[config.mk]
export PLATFORM = sky130hd
export DESIGN_NAME = stream_rx_fifo
export DESIGN_NICKNAME = d
export VERILOG_FILES = /design/src/rtl/stream_rx_fifo.sv
export SDC_FILE = /design/constraint.sdc
export NUM_CORES = 1
export LEC_CHECK = 0
export BUFFER_PORTS_ARGS = -buffer_cell sky130_fd_sc_hd__clkbuf_2
export CAP_MARGIN = 10
export CORE_ASPECT_RATIO = 0.8
export CORE_UTILIZATION = 50
export CTS_BUF_LIST = sky130_fd_sc_hd__clkbuf_2
export CTS_CLUSTER_DIAMETER = 200
export CTS_CLUSTER_SIZE = 8
export DETAILED_ROUTE_END_ITERATION = 10
export PLACE_DENSITY_LB_ADDON = 0.2
export SLEW_MARGIN = 20
export SYNTH_ARGS = -nofsm -noshare
export SYNTH_HDL_FRONTEND = slang
export SYNTH_SLANG_ARGS = --single-unit
[constraint.sdc]
create_clock -name clk_i -period 2.65 [get_ports clk_i]
set_clock_uncertainty 0.05 [all_clocks]
set_input_delay 0.265 -clock clk_i [delete_from_list [all_inputs] [get_ports clk_i]]
set_output_delay 0.265 -clock clk_i [all_outputs]
set_load 0.005 [all_outputs]
[src/rtl/stream_rx_fifo.sv]
// Receive-side stream FIFO: accepts words on a 32-bit valid/ready port and re-presents them in order.
// Optional occupancy statistics are enabled with the STREAM_RX_FIFO_STATS_EN macro.
module stream_rx_fifo #(
    parameter int DATA_WIDTH = 32,
    parameter int DEPTH      = 4,
    parameter int CNT_W      = $clog2(DEPTH + 1)
) (
    input  logic                  clk_i,
    input  logic                  rst_ni,
    input  logic [DATA_WIDTH-1:0] in_data,
    input  logic                  in_valid,
    output logic                  in_ready,
    output logic [DATA_WIDTH-1:0] out_data,
    output logic                  out_valid,
    input  logic                  out_ready,
`ifdef STREAM_RX_FIFO_STATS_EN
    output logic [31:0]           stat_accepted,
    output logic [31:0]           stat_stalled,
`endif
    output logic [CNT_W-1:0]      count
);

    localparam int AW = (DEPTH > 1) ? $clog2(DEPTH) : 1;
    localparam logic [CNT_W-1:0] DEPTH_C = CNT_W'(DEPTH);
    localparam logic [CNT_W-1:0] ONE_C   = CNT_W'(1);
    localparam logic [AW-1:0]    PTR_ONE = AW'(1);

    logic [DATA_WIDTH-1:0] mem_r [DEPTH];
    logic [AW-1:0]         wr_ptr_r;
    logic [AW-1:0]         rd_ptr_r;
    logic [CNT_W-1:0]      count_r;
    logic                  full_r;
    logic                  nonempty_r;

    logic                  push_s;
    logic                  pop_s;
    logic [CNT_W-1:0]      count_nxt_s;

    // Handshake flags come from registered state only; reset masks them directly.
    assign in_ready  = rst_ni & ~full_r;
    assign out_valid = rst_ni & nonempty_r;
    assign out_data  = mem_r[rd_ptr_r];
    assign count     = count_r;

    assign push_s = in_valid & in_ready;
    assign pop_s  = out_valid & out_ready;

    // Next occupancy: push and pop in the same cycle cancel out.
    always_comb begin
        count_nxt_s = count_r;
        case ({push_s, pop_s})
            2'b10:   count_nxt_s = count_r + ONE_C;
            2'b01:   count_nxt_s = count_r - ONE_C;
            2'b11:   count_nxt_s = count_r;
            default: count_nxt_s = count_r;
        endcase
    end

    // Storage write port; contents are intentionally left unreset.
    always_ff @(posedge clk_i) begin
        if (push_s) begin
            mem_r[wr_ptr_r] <= in_data;
        end
    end

    // Pointers, occupancy and the registered full/non-empty flags.
    always_ff @(posedge clk_i) begin
        if (!rst_ni) begin
            wr_ptr_r   <= {AW{1'b0}};
            rd_ptr_r   <= {AW{1'b0}};
            count_r    <= {CNT_W{1'b0}};
            full_r     <= 1'b0;
            nonempty_r <= 1'b0;
        end else begin
            if (push_s) begin
                wr_ptr_r <= wr_ptr_r + PTR_ONE;
            end
            if (pop_s) begin
                rd_ptr_r <= rd_ptr_r + PTR_ONE;
            end
            count_r    <= count_nxt_s;
            full_r     <= (count_nxt_s == DEPTH_C);
            nonempty_r <= (count_nxt_s != {CNT_W{1'b0}});
        end
    end

`ifdef STREAM_RX_FIFO_STATS_EN
    logic [31:0] stat_accepted_r;
    logic [31:0] stat_stalled_r;
    logic        stall_s;

    assign stall_s       = in_valid & ~in_ready & rst_ni;
    assign stat_accepted = stat_accepted_r;
    assign stat_stalled  = stat_stalled_r;

    // Saturating event counters; they stick at all-ones rather than wrapping.
    always_ff @(posedge clk_i) begin
        if (!rst_ni) begin
            stat_accepted_r <= 32'h0000_0000;
            stat_stalled_r  <= 32'h0000_0000;
        end else begin
            if (push_s && (stat_accepted_r != 32'hFFFF_FFFF)) begin
                stat_accepted_r <= stat_accepted_r + 32'h0000_0001;
            end
            if (stall_s && (stat_stalled_r != 32'hFFFF_FFFF)) begin
                stat_stalled_r <= stat_stalled_r + 32'h0000_0001;
            end
        end
    end
`endif

endmodule

==> impl_metrics.json <==
{
  "die_x_um": 116,
  "antenna_found_initial": 0,
  "dp_hpwl_um": 5310,
  "yosysUniqueCellTypes": 26,
  "drt_wl_total_um": 8650,
  "wire_per_inst_um": 17.3,
  "ir_drop_v": 0.000354,
  "fin_ws_ns": 0.277,
  "overflow": 0,
  "worstSkewPairLatency_ns": 0.61,
  "path_cells": "buf_4, mux4_2, clkbuf_2",
  "register_area_um2": 4070,
  "end_kind": "output port",
  "syn_inst": 225,
  "drv_slew": 0,
  "holdCritPathClass": "input port to flop",
  "setup_viol": 0,
  "period_needed_ns": 2.37,
  "path_class": "flop to output port",
  "max_stage_delay_ns": 0.57,
  "portBuffers": 72,
  "relSlewSlack_pct": 66.7,
  "min_period_over_period_pct": 89.6,
  "p_per_area_nw_per_um2": 650,
  "max_cap_viol_count": 0,
  "ctsHtreeMaxLevel": 4,
  "power_leakage_nw": 2.22,
  "ios": 73,
  "n_fill_cell": 719,
  "antenna_cells": 0,
  "core_um2": 9850,
  "grtUsageTotal_pct": 18.4,
  "post-place-ws_ns": 0.341,
  "via_count": 2525,
  "grt_pass1_wl_um": 14000,
  "finalHoldViolCount": 0,
  "cp_slowest_cell": "mux4_2",
  "clk_path_buf_depth": 2,
  "reg2reg_depth": 7,
  "yosysSeqAreaShare_pct": 78.7,
  "numClockSinks": 139,
  "final_antenna_net_count": 0,
  "die_y_um": 92.9,
  "viasPerCell": 5.05,
  "worstMarginPinSlew_ns": 0.499,
  "timing.setup.tns_ns": 0,
  "rsz0062_at_grt": "false",
  "grt_max_degree": 21,
  "synthTopCellsByArea": "edfxtp_1 (74%), mux4_2 (14%), dfxtp_1 (4.3%)",
  "critPathArrivalTime_ns": 2.06,
  "path_max_fanout": 20,
  "synthesis.nets": 267,
  "die-area_um2": 10700,
  "area_growth_pct": 22.2,
  "ctsRootBufferMaster": "clkbuf_2",
  "numCtsBuffers": 17,
  "holdPathStages": 3,
  "cp-start-kind": "flop",
  "drt_first_pass_iters": 4,
  "synth_area_per_cell_um2": 22.9,
  "status": "finished, final reports clean",
  "drt_iter0_drc": 118,
  "nets": 393,
  "cts_tree": "yes",
  "required_ns": 2.34,
  "netlist_area_um2": 5160,
  "grt_pass1_vias": 2763,
  "rows": 32,
  "clock.fmax_ghz": 0.421,
  "synth_area_leader_cell": "edfxtp_1",
  "layout-drive-gt1-share_pct": 41.8,
  "cts.repair.resized": 0,
  "netlist.area_leader.share_pct": 74.5,
  "start_util_pct": 52.4,
  "ys_seq_elements": 139,
  "hold_buffers": 34,
  "multiInputGateArea_um2": 1030,
  "gp_congestion": 0.673,
  "synth_warnings": 0,
  "postCtsSetupBuffers": 0,
  "clk_pin_slew_worst_paths_ns": 0.17,
  "post-route-drc-count": 0
}
==> cells in the final DEF, fill, tap and decap left out, types with 2 or more instances in the layout <==
cell             n
buf_12           2
bufinv_16        3
clkbuf_2        93
nor2_1          10
nand2_1          3
dfxtp_1          9
clkinv_2         5
edfxtp_1       128
clkinv_1         3
xor2_1           3
nand3_1          2
xnor2_1          2
dfxtp_2          2
nor3b_1          2
ha_1             5
dlygate4sd3_1   34
buf_4            8
inv_1            3
mux4_2          32
and2_2           4
==> cell families (layout without fill, tap and decap cells) <==
family,after synthesis,after routing,share of synthesized area [%]
compound gates,4,4,0.630
fa+ha+maj,6,6,1.60
mux,33,33,14.2
xor+xnor,5,5,0.848
simple gates,25,25,2.54
buf+inv,13,152,1.50
flops,139,139,78.7
==> cell usage after synthesis, drive strengths merged <==
cell type,n
o311ai,1
clkbuf,2
mux4,32
nor2,10
nand3,2
nor2b,1
and3b,1
dfxtp,11
o31ai,1
xnor2,2
or4,1
a21oi,1
and2,5
fa,1
o211ai,1
inv,4
nand2,3
ha,5
nor3b,2
edfxtp,128
xor2,3
buf,7
mux2i,1
==> where the power goes <==
part | switching, mW | internal (mW)
clock network | 0.681 | 0.524
logic | 0.185 | 0.221
registers | 0.0270 | 2.46
==> area by class of cell <==
type / count / area share [%]
Sequential cell: 139 / 64.4
Multi-Input combinational cell: 73 / 16.3
Timing Repair Buffer: 116 / 12.7
Tap cell: 136 / 2.70
Clock inverter: 11 / 2.00
Clock buffer: 21 / 1.67
Inverter: 4 / 0.238
==> sequential cells by signal (all words and copies together) (netlist names), named ones only <==
register / cells
full_r: 1
nonempty_r: 1
count: 3
mem_r: 128
rd_ptr_r: 2
wr_ptr_r: 2
==> metrics by stage <==
stage	utilization [%]	instance area, µm²	hold slack (ns)	power (mW)	cells
4_1_cts	64.1	6310	0.0265	4.15	500
3_5_place_dp	58.3	5740	0.440	2.92	434
3_3_place_gp	58.3	5740	0.435	2.90	434
5_1_grt	64.1	6310	0.0402	4.28	500
6_report	64.1	6310	0.0883	4.10	500
2_1_floorplan	-	5160	0.314	2.76	225
==> metal layers <==
layer	GRT usage (%)	up-vias	part of all wire, %
met2	30.2	68	50
met4	5.84	0	0.73
met3	6.02	6	5.2
met1	23.3	1275	44
li1	-	1176	-
met5	0	-	0
==> final timing paths <==
check	start	to	slack (ns)
worst min register to register	rd_ptr_r[1]	rd_ptr_r[1]	0.51
worst min-delay path	in_valid	wr_ptr_r[1]	0.09
worst max-delay path	flop	out_data[21]	0.28
worst max register to register	full_r	nonempty_r	0.41
==> worst max-delay path: cells and delay by family (launching register included) <==
kind	cells	cell delay (ns)
flops	1	0.37
mux	1	0.57
buf+inv	2	0.51
Power figures use the tool's default switching activity.
